==> src/rtl/vm_restock_sequencer.sv <==
// Restock sequencer: queues supplier restock commands and issues them to the
// vending core's supplier port only when the core and consumer side are quiet.
// Ports: clk, rst (async, active-high); cmd_valid/cmd_ready/cmd_item/cmd_count/
//   cmd_cost restock console input; flush discards the queue; vm_busy and
//   consumer_act gate issuing; items_s/count_s/cost_s/valid_s drive the core;
//   upd_done/cmd_err pulses and done_cnt/err_cnt saturating counters.
module vm_restock_sequencer #(
    parameter int DEPTH        = 4,
    parameter int QUIET_CYCLES = 2,
    parameter int HOLD_CYCLES  = 1
) (
    input  logic       clk,
    input  logic       rst,
    input  logic       cmd_valid,
    output logic       cmd_ready,
    input  logic [2:0] cmd_item,
    input  logic [3:0] cmd_count,
    input  logic [7:0] cmd_cost,
    input  logic       flush,
    input  logic       vm_busy,
    input  logic       consumer_act,
    output logic [2:0] items_s,
    output logic [3:0] count_s,
    output logic [7:0] cost_s,
    output logic       valid_s,
    output logic       upd_done,
    output logic       cmd_err,
    output logic [7:0] done_cnt,
    output logic [7:0] err_cnt
);
    localparam int AW = $clog2(DEPTH);

    localparam logic [1:0] S_IDLE  = 2'd0;
    localparam logic [1:0] S_WAIT  = 2'd1;
    localparam logic [1:0] S_ISSUE = 2'd2;
    localparam logic [1:0] S_GAP   = 2'd3;

    logic [14:0]   mem [DEPTH];
    logic [14:0]   head;
    logic [AW-1:0] rd_ptr;
    logic [AW-1:0] wr_ptr;
    logic [AW:0]   count;
    logic [AW:0]   count_nxt;
    logic [3:0]    quiet_cnt;
    logic [3:0]    hold_cnt;
    logic [1:0]    state;
    logic          accept;
    logic          bad_item;
    logic          push;
    logic          pop;
    logic          empty;
    logic          issue_ok;

    assign accept   = cmd_valid && cmd_ready;
    assign bad_item = cmd_item > 3'd5;
    // A push coinciding with flush is dropped along with the queue.
    assign push     = accept && !bad_item && !flush;
    assign empty    = (count == '0);
    assign issue_ok = !empty && (quiet_cnt == 4'(QUIET_CYCLES))
                      && !vm_busy && !consumer_act;
    assign pop      = issue_ok && (state == S_IDLE || state == S_WAIT);
    assign head     = mem[rd_ptr];
    assign upd_done = (state == S_ISSUE) && (hold_cnt == 4'd0);

    always_comb begin
        count_nxt = count;
        if (flush)
            count_nxt = '0;
        else
            count_nxt = count + {{AW{1'b0}}, push} - {{AW{1'b0}}, pop};
    end

    always_ff @(posedge clk) begin
        if (push)
            mem[wr_ptr] <= {cmd_item, cmd_count, cmd_cost};
    end

    always_ff @(posedge clk or posedge rst) begin
        if (rst) begin
            rd_ptr    <= '0;
            wr_ptr    <= '0;
            count     <= '0;
            cmd_ready <= 1'b1;
        end else begin
            count     <= count_nxt;
            cmd_ready <= (count_nxt != (AW+1)'(DEPTH));
            if (flush) begin
                rd_ptr <= '0;
                wr_ptr <= '0;
            end else begin
                if (push)
                    wr_ptr <= wr_ptr + 1'b1;
                if (pop)
                    rd_ptr <= rd_ptr + 1'b1;
            end
        end
    end

    always_ff @(posedge clk or posedge rst) begin
        if (rst) begin
            quiet_cnt <= '0;
        end else if (vm_busy || consumer_act) begin
            quiet_cnt <= '0;
        end else if (quiet_cnt != 4'(QUIET_CYCLES)) begin
            quiet_cnt <= quiet_cnt + 4'd1;
        end
    end

    always_ff @(posedge clk or posedge rst) begin
        if (rst) begin
            state    <= S_IDLE;
            hold_cnt <= '0;
            valid_s  <= 1'b0;
            items_s  <= '0;
            count_s  <= '0;
            cost_s   <= '0;
        end else begin
            unique case (state)
                S_IDLE, S_WAIT: begin
                    if (issue_ok) begin
                        state    <= S_ISSUE;
                        valid_s  <= 1'b1;
                        hold_cnt <= 4'(HOLD_CYCLES - 1);
                        {items_s, count_s, cost_s} <= head;
                    end else if (!empty) begin
                        state <= S_WAIT;
                    end
                end
                // The core gives the supplier port priority while idle, so an
                // issue is never aborted once started.
                S_ISSUE: begin
                    if (hold_cnt == 4'd0) begin
                        state   <= S_GAP;
                        valid_s <= 1'b0;
                    end else begin
                        hold_cnt <= hold_cnt - 4'd1;
                    end
                end
                S_GAP: begin
                    state <= empty ? S_IDLE : S_WAIT;
                end
                default: state <= S_IDLE;
            endcase
        end
    end

    always_ff @(posedge clk or posedge rst) begin
        if (rst) begin
            cmd_err  <= 1'b0;
            done_cnt <= '0;
            err_cnt  <= '0;
        end else begin
            cmd_err <= accept && bad_item;
            if (upd_done && done_cnt != 8'hFF)
                done_cnt <= done_cnt + 8'd1;
            if (accept && bad_item && err_cnt != 8'hFF)
                err_cnt <= err_cnt + 8'd1;
        end
    end
endmodule

==> config.mk <==
export PLATFORM = sky130hd
export DESIGN_NAME = vm_restock_sequencer
export DESIGN_NICKNAME = d
export VERILOG_FILES = /design/src/rtl/vm_restock_sequencer.sv
export SDC_FILE = /design/constraint.sdc
export NUM_CORES = 1
export LEC_CHECK = 0
export CORE_MARGIN = 2
export CORE_UTILIZATION = 45
export DETAILED_ROUTE_END_ITERATION = 10
export PLACE_DENSITY_LB_ADDON = 0.15
export SKIP_CTS_REPAIR_TIMING = 1
export SYNTH_ARGS = -nofsm -noshare
export SYNTH_HDL_FRONTEND = slang
export SYNTH_SLANG_ARGS = --single-unit
==> constraint.sdc <==
create_clock -name clk -period 3.8 [get_ports clk]
set_input_delay 0.76 -clock clk [delete_from_list [all_inputs] [get_ports clk]]
set_output_delay 0.76 -clock clk [all_outputs]
set_load 0.02 [all_outputs]
==> metrics.md, run 1 <==
| Metric | Value |
|---|---|
| Area Overhead vs Synth | `20.65%` |
| Routed wire length per instance | `between 15 and 20 µm` |
| Setup TNS | `0 ns` |
| Tmin final | `around 3.2 ns` |
| Worst slew pin tran | `1.026 ns` |
| Die width | `105.1 µm` |
| CTS sink cnt | `111` |
| Ant diodes | `0` |
| Worst hold path class | `flip-flop to flip-flop` |
| Leakage | `2.169 nW` |
| Worst-path clk slew | `0.11 ns` |
| Longest Clk Path Bufs | `2` |
| Synth unique cells | `44` |
| First-pass GRT wire length | `12.83 mm` |
| Commonest non-fill, non-tap cell in the layout | `edfxtp_1` |
| Port Buffers | `55` |
| Floorplan die height | `105.1 µm` |
| Fin nets | `391` |
| TritonRoute pass-1 iters | `4` |
| DR vias/cell | `about 5.1` |
| CTS root buf | `clkbuf_8` |
| Placeable Area | `between 0.009 and 0.01 mm²` |
| Grt ovf | `0` |
| Initial antenna violation count | `0` |
| Syn_nets | `~320` |
| DP Wirelength | `5.099 mm` |
| Post-synth EDFFs | `60` |
| Final setup vio count | `0` |
| RSZ-0062 raised after global routing | `no` |
| H-tree depth | `3` |
| Final hold violations | `0` |
| Row cnt | `36` |
| Number of slew-limit violations in the final report | `0` |
| Sequential-to-total area share from yosys stat | `roughly two thirds` |
| Critical path arrival | `around 2.4 ns` |
| Layout cells sized above 1 | `18.78%` |
| Clock Skew | `between 0.01 and 0.015 ns` |
| Primary FF master, synth | `edfxtp_1` |
| Total number of vias | `2526` |
| PwrDens | `453.4 mW/mm²` |
| Largest net degree at the start of global routing | `31` |
| 1st-iter DRT viols | `53` |
| Residual DRC | `0` |
| Mean post-synth cell area | `15.86 µm²` |
| Vias in the first global route | `around 2600` |
| CTS tree | `built` |
| Synth warn | `0` |
| Most frequent cells in the layout | `edfxtp_1 (60), clkdlybuf4s50_1 (55), dfrtp_1 (50)` |
| Max-cap violations | `0` |
| GR Util All Layers | `between 15 and 20%` |
| Flops & latches, synth | `111` |
| Status | `finished, final reports clean` |
| Worst Path Required | `3.04 ns` |
| Final period utilization | `83.14%` |
| Relative slew slack | `31.58%` |
| Final ANT Viol Nets | `0` |
| Async set or reset register ratio after synthesis | `45.95%` |
| CTS Buf Count | `9` |
| Mapped cell area | `0.004599 mm²` |
| FMAX | `roughly 320 MHz` |
| Routed WL | `7.562 mm` |
| Critical path class | `flip-flop to output pin` |
| I/O pin total | `56` |
| Max VDD drop | `~250 µV` |
| # fillers | `812` |
| Starting Density | `46.63%` |
| Worst setup SP type | `flip-flop` |
| Worst skew pair latency | `~0.37 ns` |
| Die area | `between 0.01 and 0.015 mm²` |
| Cells after Synth | `290` |
| Final Wtd Congestion | `0.7630` |
| Crit Path Max Fanout | `5` |
| Layout Utilization | `56.25%` |
| Critical Path Sink Type | `output pin` |
## synthesized netlist by cell type (2+ instances only)
library cell	n	area (µm²)
edfxtp_1	60	1802
dfrtp_1	50	1251
mux2_2	20	225.2
nand2_1	19	71.32
mux4_2	15	337.8
nor2_1	14	52.55
inv_1	13	48.80
ha_1	12	150.1
a21oi_1	8	40.04
nor3_1	7	35.03
nand3_1	6	30.03
nand4_1	6	37.54
xnor2_1	6	52.55
and2_1	5	31.28
nand2b_1	4	25.02
o21ai_0	4	20.02
xor2_1	4	35.03
and4_1	3	26.28
mux2i_1	3	30.03
and3_1	2	12.51
buf_4	2	15.01
mux2_1	2	22.52
nor2b_1	2	12.51
nor4_1	2	12.51
o31ai_1	2	15.01
## stage by stage
stage	instance area (µm²)	cells	total power [mW]	hold WS, ns	worst slack (ns)
floorplan	4599	290	1.632	0.4808	0.9129
global placement	5330	479	1.789	0.4897	0.4782
detailed placement	5330	479	1.796	0.4970	0.3591
CTS	5549	495	2.558	0.5229	0.6077
global route	5549	495	2.656	0.5350	0.5063
finish	5549	495	2.516	0.5147	0.6408
## path summary, 6_finish.rpt
kind                              start    endpoint  slack (ns)  depth (start not counted)
max in group asynchronous           rst   cmd_ready        2.32                          3
min in group asynchronous           rst  err_cnt[2]        0.79                          2
hold / removal                cost_s[6]   cost_s[6]        0.51                          1
hold reg to reg               cost_s[6]   cost_s[6]        0.51                          1
setup / recovery            hold_cnt[0]    upd_done        0.64                          5
setup reg to reg           quiet_cnt[0]   cmd_ready        0.97                         14
## power by group
group | leakage [nW] | internal [mW] | total [mW] | switching, mW
logic | 0.850 | 0.171 | 0.339 | 0.169
clock network | 0.111 | 0.327 | 0.750 | 0.423
registers | 1.21 | 1.35 | 1.43 | 0.0729
total | 2.17 | 1.85 | 2.52 | 0.665
## routing by layer
metal | GRT usage (%) | wire length [µm] | vias up
met5 | 0 | 0 | -
met4 | 4.286 | 99 | 0
met2 | 25.42 | 3836 | 45
met3 | 4.492 | 277 | 9
li1 | - | - | 1212
met1 | 18.90 | 3348 | 1260
## state kept, by name, indices dropped and copies added (netlist names), 3 cells and up
register and flops:
hold_cnt 4, count 3, err_cnt 8, done_cnt 8
quiet_cnt 4, cost_s 8, count_s 4, mem 60
items_s 3
## logic make-up (layout without fill, tap and decap cells)
logic type                 Yosys count  count (layout)  share of synthesized area, %
DFF                                111             111                         66.95
and+or+nand+nor                     77              77                         9.413
muxes                               41              41                         13.71
buffers and inverters               20              92                         2.040
AOI/OAI and AO/OA                   18              18                         2.285
adders and majority gates           13              13                         3.700
xor gates and xnor gates            10              10                         1.904
## critical path, stage by stage (launching register included)
cell and delay, ns:
dfrtp_1 0.42, inv_1 0.09, ha_1 0.18, or3b_4 0.43, nor2_1 0.25, clkdlybuf4s50_1 0.66
## final cells by class
cell class | instances | area (µm²) | share of cell area, %
well taps | 133 | 166.4 | 2.999
flip-flops and latches | 111 | 3079 | 55.49
clock inverters | 7 | 95.09 | 1.714
inverters | 14 | 55.05 | 0.9921
repair buffers | 62 | 603.1 | 10.87
multi-input cells | 159 | 1426 | 25.70
clock buffers | 9 | 123.9 | 2.232
Power figures use the tool's default switching activity.
==> run 2, diff against run 1 <==
- clock period: 3.8 -> 2.9 ns (I/O delays scaled with it)
==> run 2 against run 1 <==
Effect of this change: sequential share of layout area is 1.0 points lower; register-to-register slack worse by 0.66 ns; cell count is 2.4% higher; largest power group unchanged; total power is 33% higher; utilization is 1.1 points higher; via count is 1.0% higher; count of clock-buffer cells in the layout is 1 higher.
==> metrics.md, run 2 (same netlist as run 1, synthesis figures left out) <==
| Metric | Value |
|---|---|
| Status | `finished, final reports clean` |
| Vias in the first global route | `2582 (+0.23%)` |
| R2R Path End | `cmd_ready` |
| Tmin final | `2.692 ns` |
| I/O pin total | `56 (unchanged)` |
| Starting Density | `46.63% (unchanged)` |
| Post-DP Area | `0.005420 mm² (+1.7%)` |
| CTS tree | `built` |
| RSZ-0062 raised after global routing | `no` |
| 1st-iter DRT viols | `62 (+17%)` |
| DR vias/cell | `5.034 (-1.4%)` |
| Longest Clk Path Bufs | `2 (unchanged)` |
| Relative slew slack | `47.05% (+15 points)` |
| Residual DRC | `0 (unchanged)` |
| Routed WL | `7.785 mm (+2.9%)` |
| Area Overhead vs Synth | `22.93%` |
| Fin nets | `403 (+3.1%)` |
| DP Wirelength | `5.224 mm (+2.4%)` |
| CTS root buf | `clkbuf_8` |
| Critical path arrival | `2.97 ns (+0.57 ns)` |
| Placeable Area | `0.009864 mm² (unchanged)` |
| PwrDens | `593.6 mW/mm² (+31%)` |
| CTS sink cnt | `111 (unchanged)` |
| Critical path class | `input port to flip-flop` |
| First-pass GRT wire length | `13.05 mm (+1.7%)` |
| FMAX | `371.5 MHz` |
| Die width | `105.1 µm (unchanged)` |
| GR Util All Layers | `15.32% (+0.24 points)` |
| CTS Buf Count | `9 (unchanged)` |
| Row cnt | `36 (unchanged)` |
| Hold path start | `count_s[0]` |
| Total power | `3.356 mW (+33%)` |
| Final Wtd Congestion | `0.7909 (+3.7%)` |
| Largest net degree at the start of global routing | `28 (-9.7%)` |
| Final ANT Viol Nets | `0 (unchanged)` |
| Max-cap violations | `0 (unchanged)` |
| Layout Utilization | `57.32% (+1.1 points)` |
| # placed instances | `491 (+2.5%)` |
| Most frequent cells in the layout | `edfxtp_1 (60), clkdlybuf4s50_1 (54), dfrtp_1 (50)` |
| H-tree depth | `3 (unchanged)` |
| Ant diodes | `0 (unchanged)` |
| Setup slack, reg-to-reg | `0.31 ns (-0.66 ns)` |
| Worst slew pin tran | `0.7942 ns (-0.2320 ns)` |
| Worst Path Required | `3.17 ns (+0.13 ns)` |
| Layout cells sized above 1 | `21.12% (+2.3 points)` |
| Critical Path Sink Type | `flip-flop` |
| WHS Endpoint | `count_s[0]` |
| Worst setup SP type | `input port` |
| Final setup vio count | `0 (unchanged)` |
| Die area | `0.01105 mm² (unchanged)` |
| Worst r2r src | `count[1]` |
| R2R depth | `12 (-2)` |
| Final worst slack | `0.2082 ns (-0.4327 ns)` |
| Worst hold path class | `flip-flop to flip-flop` |
| Worst skew pair latency | `0.36 ns (about the same)` |
| Grt ovf | `0 (unchanged)` |
| WHS | `0.5154 ns (+0.0007390 ns)` |
| Commonest non-fill, non-tap cell in the layout | `edfxtp_1` |
| Largest Register | `mem` |
| Crit Path Max Fanout | `2 (-3)` |
| Clock Skew | `0.01539 ns (+0.0004589 ns)` |
| Initial antenna violation count | `0 (unchanged)` |
| # fillers | `790 (-2.7%)` |
| Number of slew-limit violations in the final report | `0 (unchanged)` |
| Final period utilization | `92.82%` |
| Worst-path clk slew | `0.11 ns (about the same)` |
| Max VDD drop | `357.7 µV (+43%)` |
| Finished Cell Area | `0.005654 mm² (+1.9%)` |
| Worst hold path depth | `1 (unchanged)` |
| Final cell count without fillers | `507 (+2.4%)` |
| Max reg flops | `60 (unchanged)` |
| Routed wire length per instance | `15.36 µm (+0.51%)` |
| Port Buffers | `55 (unchanged)` |
| Setup TNS | `0 ns (unchanged)` |
| Final hold violations | `0 (unchanged)` |
| Total number of vias | `2552 (+1.0%)` |
| TritonRoute pass-1 iters | `4 (unchanged)` |
| Setup WS pre-CTS | `-0.1435 ns (-0.5026 ns)` |
| Floorplan die height | `105.1 µm (unchanged)` |
| Leakage | `2.248 nW (+3.6%)` |
-- run 2: worst max path at each step --
stage                      to         start
floorplan           cmd_ready  quiet_cnt[0]
global placement    cmd_ready  consumer_act
detailed placement  cmd_ready       vm_busy
CTS                  upd_done   hold_cnt[0]
global route        cmd_ready  consumer_act
finish              cmd_ready       vm_busy
-- run 2: metal layers --
| metal | up-vias | track usage [%] | wire length (µm) |
|---|---|---|---|
| met1 | 1280 | 21.62 | 3680 |
| met3 | 2 | 3.868 | 211 |
| met2 | 36 | 23.98 | 3851 |
| met4 | 0 | 3.714 | 42 |
| li1 | 1234 | - | - |
| met5 | - | 0 | 0 |
-- run 2: layout make-up --
cell class | count | area (µm²) | area share [%]
clock buffer | 10 | 127.6 | 2.257
clock inverter | 6 | 103.9 | 1.837
inverter | 14 | 55.05 | 0.9737
multi-input combinational | 159 | 1426 | 25.23
sequential | 111 | 3079 | 54.46
tap | 133 | 166.4 | 2.943
timing repair buffer | 74 | 695.7 | 12.30
-- run 2: report_power, final --
group | leakage (nW) | total, mW | internal [mW] | switching (mW)
logic | 0.928 | 0.456 | 0.232 | 0.224
registers | 1.21 | 1.87 | 1.77 | 0.0967
clock network | 0.112 | 1.03 | 0.504 | 0.526
total | 2.25 | 3.36 | 2.51 | 0.847
-- run 2: critical path: stages --
cell,delay [ns]
clkdlybuf4s50_1,0.45
nor3_1,0.19
buf_4,0.14
nand3_2,0.10
inv_4,0.08
ha_1,0.22
inv_1,0.05
ha_1,0.12
inv_1,0.04
fa_1,0.37
xor2_1,0.16
and2_1,0.16
nor3_1,0.19
nand2_1,0.09
==> run 3, diff against run 2 <==
- CTS_CLUSTER_SIZE: default -> 8
==> results of run 3 <==
Final layout, timing and power as in run 2 (identical DEF).
